### config.mk
export PLATFORM = sky130hd
export DESIGN_NAME = ldr_bridge
export DESIGN_NICKNAME = d
export VERILOG_FILES = /design/src/rtl/ldr_bridge_pkg.sv /design/src/rtl/ldr_fifo.sv /design/src/rtl/ldr_bridge.sv
export SDC_FILE = /design/constraint.sdc
export NUM_CORES = 1
export LEC_CHECK = 0
export BUFFER_PORTS_ARGS = -buffer_cell sky130_fd_sc_hd__buf_2
export CAP_MARGIN = 20
export CORE_MARGIN = 10
export CORE_UTILIZATION = 40
export CTS_CLUSTER_DIAMETER = 40
export DETAILED_ROUTE_END_ITERATION = 8
export GPL_ROUTABILITY_DRIVEN = 0
export PLACE_DENSITY_LB_ADDON = 0.3
export SYNTH_ARGS = -nofsm -noshare
export SYNTH_HDL_FRONTEND = slang
export SYNTH_SLANG_ARGS = --single-unit
### constraint.sdc
create_clock -name clk_sys -period 12.9 [get_ports clk_sys]
set_clock_uncertainty 0.05 [all_clocks]
set_input_delay 2.58 -clock clk_sys [delete_from_list [all_inputs] [get_ports clk_sys]]
set_output_delay 2.58 -clock clk_sys [all_outputs]
set_load 0.05 [all_outputs]
### src/rtl/ldr_bridge_pkg.sv
// Shared types and constants for the HPS ioctl -> X68K loader bridge.
package ldr_bridge_pkg;

  localparam int unsigned LDR_ADDR_W   = 20;
  localparam int unsigned IOCTL_ADDR_W = 25;
  localparam int unsigned LDR_DATA_W   = 8;
  localparam int unsigned LDR_ENTRY_W  = LDR_ADDR_W + LDR_DATA_W;

  typedef enum logic [2:0] {
    ST_IDLE  = 3'd0,
    ST_LOAD  = 3'd1,
    ST_ISSUE = 3'd2,
    ST_DRAIN = 3'd3,
    ST_DONE  = 3'd4
  } ldr_state_t;

  // One queued loader write: target byte address plus byte data.
  typedef struct packed {
    logic [LDR_ADDR_W-1:0] addr;
    logic [LDR_DATA_W-1:0] data;
  } ldr_entry_t;

  // States in which the loader owns the core bus and accepts bytes.
  function automatic logic ldr_is_active(input ldr_state_t st);
    return (st == ST_LOAD) || (st == ST_ISSUE) || (st == ST_DRAIN);
  endfunction

endpackage

### src/rtl/ldr_fifo.sv
// Single-clock first-word-fallthrough FIFO; power-of-two depth, wrapping pointers.
module ldr_fifo #(
  parameter int unsigned DEPTH = 8,
  parameter int unsigned W     = 28
) (
  input  logic                       clk,
  input  logic                       rst_n,
  input  logic                       i_push,
  input  logic                       i_pop,
  input  logic [W-1:0]               i_wdata,
  output logic [W-1:0]               o_rdata_c,
  output logic [$clog2(DEPTH):0]     o_count,
  output logic                       o_full,
  output logic                       o_empty
);

  localparam int unsigned PTR_W = $clog2(DEPTH);
  localparam int unsigned CNT_W = PTR_W + 1;

  logic [W-1:0]     r_mem [DEPTH];
  logic [PTR_W-1:0] r_wr_ptr;
  logic [PTR_W-1:0] r_rd_ptr;
  logic [CNT_W-1:0] r_count;
  logic             r_full;
  logic             r_empty;

  logic             w_do_push;
  logic             w_do_pop;
  logic [CNT_W-1:0] w_cnt_nxt;

  // A push into a full FIFO is only accepted when a pop frees a slot in the same cycle.
  assign w_do_pop  = i_pop & ~r_empty;
  assign w_do_push = i_push & (~r_full | w_do_pop);
  assign w_cnt_nxt = r_count + CNT_W'(w_do_push) - CNT_W'(w_do_pop);

  // Storage array; contents are don't-care while empty, so no reset.
  always_ff @(posedge clk) begin
    if (w_do_push) begin
      r_mem[r_wr_ptr] <= i_wdata;
    end
  end

  // Pointers, occupancy and registered flags.
  always_ff @(posedge clk or negedge rst_n) begin
    if (!rst_n) begin
      r_wr_ptr <= '0;
      r_rd_ptr <= '0;
      r_count  <= '0;
      r_full   <= 1'b0;
      r_empty  <= 1'b1;
    end else begin
      if (w_do_push) r_wr_ptr <= r_wr_ptr + PTR_W'(1);
      if (w_do_pop)  r_rd_ptr <= r_rd_ptr + PTR_W'(1);
      r_count <= w_cnt_nxt;
      r_full  <= (w_cnt_nxt == CNT_W'(DEPTH));
      r_empty <= (w_cnt_nxt == '0);
    end
  end

  assign o_rdata_c = r_mem[r_rd_ptr];
  assign o_count   = r_count;
  assign o_full    = r_full;
  assign o_empty   = r_empty;

endmodule

### src/rtl/ldr_bridge.sv
// Buffered bridge from the hps_io ioctl download stream to the X68K loader port.
// Optional: define LDR_BRIDGE_CHECKSUM_EN to add the ldr_sum byte-sum output.
module ldr_bridge
  import ldr_bridge_pkg::*;
#(
  parameter int unsigned FIFO_DEPTH  = 8,
  parameter int unsigned WAIT_LEVEL  = 6,
  parameter logic [7:0]  ROM_INDEX   = 8'h00,
  parameter int unsigned ACK_TIMEOUT = 65535
) (
  input  logic                    clk_sys,
  input  logic                    reset_n,
  input  logic                    ioctl_download,
  input  logic [7:0]              ioctl_index,
  input  logic                    ioctl_wr,
  input  logic [IOCTL_ADDR_W-1:0] ioctl_addr,
  input  logic [7:0]              ioctl_dout,
  output logic                    ioctl_wait,
  output logic                    ldr_aen,
  output logic [LDR_ADDR_W-1:0]   ldr_addr,
  output logic [7:0]              ldr_wdat,
  output logic                    ldr_wr,
  input  logic                    ldr_ack,
  output logic                    ldr_done,
  output logic                    ldr_error
`ifdef LDR_BRIDGE_CHECKSUM_EN
  ,
  output logic [15:0]             ldr_sum
`endif
);

  localparam int unsigned CNT_W = $clog2(FIFO_DEPTH) + 1;
  localparam int unsigned TMO_W = $clog2(ACK_TIMEOUT + 1);
  localparam logic [CNT_W-1:0] WAIT_LVL = CNT_W'(WAIT_LEVEL);
  localparam logic [TMO_W-1:0] TMO_LAST = TMO_W'(ACK_TIMEOUT - 1);

  ldr_state_t r_state;
  ldr_state_t w_state_nxt;

  logic                    r_dl_q;
  logic                    r_ack_q;
  logic                    r_wait;
  logic                    r_aen;
  logic [LDR_ADDR_W-1:0]   r_addr;
  logic [7:0]              r_wdat;
  logic                    r_wr;
  logic                    r_done;
  logic                    r_err;
  logic [TMO_W-1:0]        r_tmo;

  logic                    w_dl_rise;
  logic                    w_ack_rise;
  logic                    w_idx_ok;
  logic                    w_in_range;
  logic                    w_push_req;
  logic                    w_push;
  logic                    w_overflow;
  logic                    w_overrange;
  logic                    w_can_issue;
  logic                    w_pop;
  logic                    w_release;
  logic                    w_tmo_hit;

  logic [CNT_W-1:0]        w_fifo_count;
  logic                    w_fifo_full;
  logic                    w_fifo_empty;
  logic [LDR_ENTRY_W-1:0]  w_fifo_rdata;
  ldr_entry_t              w_head;
  ldr_entry_t              w_push_entry;

  assign w_dl_rise  = ioctl_download & ~r_dl_q;
  assign w_ack_rise = ldr_ack & ~r_ack_q;
  assign w_idx_ok   = (ioctl_index == ROM_INDEX);
  assign w_in_range = (ioctl_addr[IOCTL_ADDR_W-1:LDR_ADDR_W] == '0);

  // Byte acceptance: overrange bytes and pushes into a full, non-popping FIFO are dropped.
  assign w_push_req  = ioctl_wr & w_idx_ok & ldr_is_active(r_state);
  assign w_overrange = w_push_req & ~w_in_range;
  assign w_push      = w_push_req & w_in_range & (~w_fifo_full | w_pop);
  assign w_overflow  = w_push_req & w_in_range & w_fifo_full & ~w_pop;

  // Ack must have been low for two cycles, guaranteeing a gap between issues.
  assign w_can_issue = ~w_fifo_empty & ~ldr_ack & ~r_ack_q;

  assign w_push_entry = {ioctl_addr[LDR_ADDR_W-1:0], ioctl_dout};
  assign w_head       = ldr_entry_t'(w_fifo_rdata);

  ldr_fifo #(
    .DEPTH (FIFO_DEPTH),
    .W     (LDR_ENTRY_W)
  ) u_fifo (
    .clk       (clk_sys),
    .rst_n     (reset_n),
    .i_push    (w_push),
    .i_pop     (w_pop),
    .i_wdata   (w_push_entry),
    .o_rdata_c (w_fifo_rdata),
    .o_count   (w_fifo_count),
    .o_full    (w_fifo_full),
    .o_empty   (w_fifo_empty)
  );

  // State register.
  always_ff @(posedge clk_sys or negedge reset_n) begin
    if (!reset_n) begin
      r_state <= ST_IDLE;
    end else begin
      r_state <= w_state_nxt;
    end
  end

  // Next-state logic and per-cycle handshake strobes.
  always_comb begin
    w_state_nxt = r_state;
    w_pop       = 1'b0;
    w_release   = 1'b0;
    w_tmo_hit   = 1'b0;
    case (r_state)
      ST_IDLE: begin
        if (w_dl_rise && w_idx_ok) w_state_nxt = ST_LOAD;
      end
      ST_LOAD: begin
        if (w_can_issue) begin
          w_pop       = 1'b1;
          w_state_nxt = ST_ISSUE;
        end else if (!ioctl_download) begin
          w_state_nxt = ST_DRAIN;
        end
      end
      ST_ISSUE: begin
        if (w_ack_rise || (r_tmo == TMO_LAST)) begin
          w_release   = 1'b1;
          w_tmo_hit   = ~w_ack_rise;
          w_state_nxt = ioctl_download ? ST_LOAD : ST_DRAIN;
        end
      end
      ST_DRAIN: begin
        if (w_can_issue) begin
          w_pop       = 1'b1;
          w_state_nxt = ST_ISSUE;
        end else if (w_fifo_empty && !r_wr) begin
          w_state_nxt = ST_DONE;
        end
      end
      ST_DONE: begin
        w_state_nxt = ST_DONE;
      end
      default: begin
        w_state_nxt = ST_IDLE;
      end
    endcase
  end

  // Registered outputs, loader write register and ack timeout counter.
  always_ff @(posedge clk_sys or negedge reset_n) begin
    if (!reset_n) begin
      r_dl_q  <= 1'b0;
      r_ack_q <= 1'b0;
      r_wait  <= 1'b0;
      r_aen   <= 1'b0;
      r_addr  <= '0;
      r_wdat  <= '0;
      r_wr    <= 1'b0;
      r_done  <= 1'b0;
      r_err   <= 1'b0;
      r_tmo   <= '0;
    end else begin
      r_dl_q  <= ioctl_download;
      r_ack_q <= ldr_ack;
      r_wait  <= (w_fifo_count >= WAIT_LVL);
      r_aen   <= ldr_is_active(w_state_nxt);
      r_done  <= (w_state_nxt == ST_DONE);
      if (w_pop) begin
        r_addr <= w_head.addr;
        r_wdat <= w_head.data;
        r_wr   <= 1'b1;
        r_tmo  <= '0;
      end else begin
        if (w_release)           r_wr  <= 1'b0;
        if (r_state == ST_ISSUE) r_tmo <= r_tmo + TMO_W'(1);
      end
      if (w_overflow || w_overrange || w_tmo_hit) r_err <= 1'b1;
    end
  end

`ifdef LDR_BRIDGE_CHECKSUM_EN
  logic [15:0] r_sum;

  // Running sum of acknowledged bytes, restarted with each accepted download.
  always_ff @(posedge clk_sys or negedge reset_n) begin
    if (!reset_n) begin
      r_sum <= '0;
    end else if ((r_state == ST_IDLE) && (w_state_nxt == ST_LOAD)) begin
      r_sum <= '0;
    end else if ((r_state == ST_ISSUE) && w_ack_rise) begin
      r_sum <= r_sum + 16'(r_wdat);
    end
  end

  assign ldr_sum = r_sum;
`endif

  assign ioctl_wait = r_wait;
  assign ldr_aen    = r_aen;
  assign ldr_addr   = r_addr;
  assign ldr_wdat   = r_wdat;
  assign ldr_wr     = r_wr;
  assign ldr_done   = r_done;
  assign ldr_error  = r_err;

endmodule

==> metrics.md <==
| Metric | Value |
|---|---|
| Status | finished clean |
| Initial Util | 0.405 |
| Cell Area, Synth | 11300 sq um |
| Hold_ws | 406 ps |
| Worst Hold Class | reg2reg |
| Area growth syn-to-layout | 18.5% |
| Post-route DRC | 0 |
| Multi-input gate area | 2770 sq um |
| Number of synthesized register bits | 290 |
| Share of cells above drive strength 1 | 0.297 |
| Final hold vios | 0 |
| Die H | approximately 190 microns |
| Vias per Instance | around 5.2 |
| CORE AREA | 27800 sq um |
| Final instance area | 13300 sq um |
| Sequential area share after synthesis | 0.745 |
| Area after DPL | 12200 sq um |
| Clk buf depth | 3 |
| Crit share post-route | 0.391 |
| Avg WL per Cell | 20.2 microns |
| CTS clk-pin slew, worst paths | 50 ps |
| Die W | 188 microns |
| Routed via count | slightly below 6k |
| PortBufs | 78 |
| Arrival @ worst endpoint | 5390 ps |
| Most frequent cells in the layout | edfxtp_1 (224), buf_2 (77), dfrtp_1 (62) |
| Reg-to-reg slack, setup | 9570 ps |
| Util after Layout | 0.480 |
| Mapped Avg Cell Area | ~19 sq um |
| Final Routed Wirelength | 22500 microns |
| Final net count | 766 |
| Power Total | 2810 uW |
| Worst-path maximum fanout | 34 |
| RSZ-0062 raised after global routing | false |
| Synthesized Nets | around 660 |
| Hold-fix buffer count after cts | 0 |
| Placed wire-length estimate | 13100 microns |
| Fmax achieved | a little under 200 MHz |
| Setup repair bufs after CTS | 0 |
| Most common cell after layout, fill and taps aside | edfxtp_1 |
| Tightest Pin Transition | 955 ps |
| CTS resizes | 0 |
| CTS sink cnt | 290 |
| Skew-Pair Late Insertion Delay | about 530 ps |
| Row count | 61 |
| CP required | 13240 ps |
| Final ANT Viol Nets | 0 |
| Top-Level Pins | between 70 and 80 |
| DRT Pass-1 Iters | 5 |
| Initial antenna violation count | 2 |
| Critical path class | in2reg |
| Max-cap violations | 0 |
| Grt ovf | 0 |
| Initial DRC count | 400 |
| Pwr dens | 211 nW/um^2 |
| Yosys warning total | 0 |
| Setup TNS | 0 ps |
| Register Area | about 8400 sq um |
| Root Buffer | clkbuf_16 |
| CTS buffer count | 35 |
| First-pass GRT wire length | around 36000 microns |
| Final setup violation count | 0 |
| Fin crit period | 5050 ps |
| Vias in the first global route | 6171 |
| FILL cells | 2357 |
| Slew HR | 0.363 |
| Largest net degree at the start of global routing | 67 |
| H-tree depth | 2 |
| Peak supply drop | 0.114 mV |
| CP startpoint kind | primary input |
| Worst setup EP type | flip-flop |
| GRT Util Overall | 0.129 |
| Die footprint | 35200 sq um |
| Synth cell types | 43 |
| Max-slew violations | 0 |
| Leakage power | 0.00473 uW |
| CTS tree | done |
| Mapped Cells | 606 |
cell type report:
type / instances / share of cell area
sequential: 290 / 0.629
multi-input combinational: 279 / 0.208
clock buffer: 44 / 0.0690
timing repair buffer: 92 / 0.0398
tap: 378 / 0.0355
clock inverter: 18 / 0.0154
inverter: 12 / 0.00338
antenna: 2 / 0.000375
worst max-delay path: stages:
cell and delay [ps]:
buf_2 120, nor3_1 280, nand2_2 440, inv_1 590
ha_1 240, inv_1 60, ha_1 270, a21o_1 160
a21oi_1 170, xnor2_1 190, nor4b_1 300
worst paths after layout:
check,start,endpoint,depth (start not counted)
hold / removal,u_fifo.o_count[3],ioctl_wait,2
max in group asynchronous,reset_n,u_fifo.r_rd_ptr[0],1
setup / recovery,ldr_ack,u_fifo.o_full,11
min in group asynchronous,reset_n,ldr_wdat[5],1
setup reg to reg,r_state[0],u_fifo.o_full,10
hold reg to reg,u_fifo.o_count[3],ioctl_wait,2
per-stage QoR:
step | setup slack, ps | std cells
after global routing | 7460 | 1113
after detailed placement | 6840 | 1049
after floorplan | 5640 | 606
final | 7850 | 1115
after global placement | 7030 | 1049
after CTS | 7360 | 1111
cell families (layout without fill, tap and decap cells):
logic type | Yosys count | after routing | share of synthesized area
AOI/OAI and AO/OA | 47 | 47 | 0.0226
xor gates and xnor gates | 14 | 14 | 0.0109
adders and majority gates | 10 | 10 | 0.0118
buffers and inverters | 37 | 166 | 0.0136
DFF | 290 | 290 | 0.745
muxes | 89 | 89 | 0.142
other | 0 | 2 | 0
and+or+nand+nor | 119 | 119 | 0.0551
power breakdown:
part	leakage (uW)	switching [uW]	total (uW)	internal (uW)
registers	0.00285	89.4	1180	1090
clock network	0.000541	381	938	557
logic	0.00134	415	698	283
registers in the layout (all words and copies together) (netlist names), 3 cells and up:
name             cells
ldr_wdat             8
ldr_addr            20
u_fifo.o_count       4
u_fifo.r_rd_ptr      3
r_tmo               16
u_fifo.r_wr_ptr      3
u_fifo.r_mem       224
r_state              3
cell usage after synthesis:
| cell type | n | area, sq um |
|---|---|---|
| edfxtp_1 | 224 | 6730 |
| dfrtp_1 | 65 | 1630 |
| mux4_2 | 56 | 1260 |
| nand2_1 | 51 | 191 |
| o21ai_0 | 35 | 175 |
| mux2i_1 | 32 | 320 |
| clkbuf_1 | 12 | 45.0 |
| inv_1 | 12 | 45.0 |
| nor2_1 | 11 | 41.3 |
| xnor2_1 | 11 | 96.3 |
| ha_1 | 9 | 113 |
| nand3_1 | 9 | 45.0 |
| nor3_1 | 8 | 40.0 |
| nor4_1 | 8 | 50.1 |
| buf_1 | 7 | 26.3 |
| a21oi_1 | 5 | 25.0 |
| buf_2 | 5 | 25.0 |
| nand4_1 | 5 | 31.3 |
| nor4b_1 | 5 | 43.8 |
| nand3b_1 | 3 | 22.5 |
| or3_1 | 3 | 18.8 |
| xor2_1 | 3 | 26.3 |
| a21o_1 | 2 | 15.0 |
| and4_1 | 2 | 17.5 |
| nand2b_1 | 2 | 12.5 |
| nor2b_1 | 2 | 12.5 |
| or2_2 | 2 | 12.5 |
| or4_1 | 2 | 15.0 |
| a211o_1 | 1 | 8.76 |
| a211oi_1 | 1 | 7.51 |
| buf_6 | 1 | 11.3 |
| dfstp_2 | 1 | 26.3 |
| fa_1 | 1 | 20.0 |
| mux2_2 | 1 | 11.3 |
| nand2_2 | 1 | 6.26 |
| nor3b_1 | 1 | 7.51 |
| nor4_4 | 1 | 21.3 |
| o211ai_1 | 1 | 7.51 |
| o21a_1 | 1 | 7.51 |
| o31ai_1 | 1 | 7.51 |
| or3_4 | 1 | 11.3 |
| or3b_1 | 1 | 8.76 |
| or4_4 | 1 | 11.3 |
metal layers:
metal | wire length (microns) | up-vias | track usage
li1 | - | 2599 | -
met1 | 9760 | 2987 | 0.168
met2 | 11000 | 164 | 0.210
met3 | 1350 | 36 | 0.0336
met4 | 375 | 0 | 0.0335
met5 | 0 | - | 0
No activity file was read; power rests on OpenSTA's default activity.
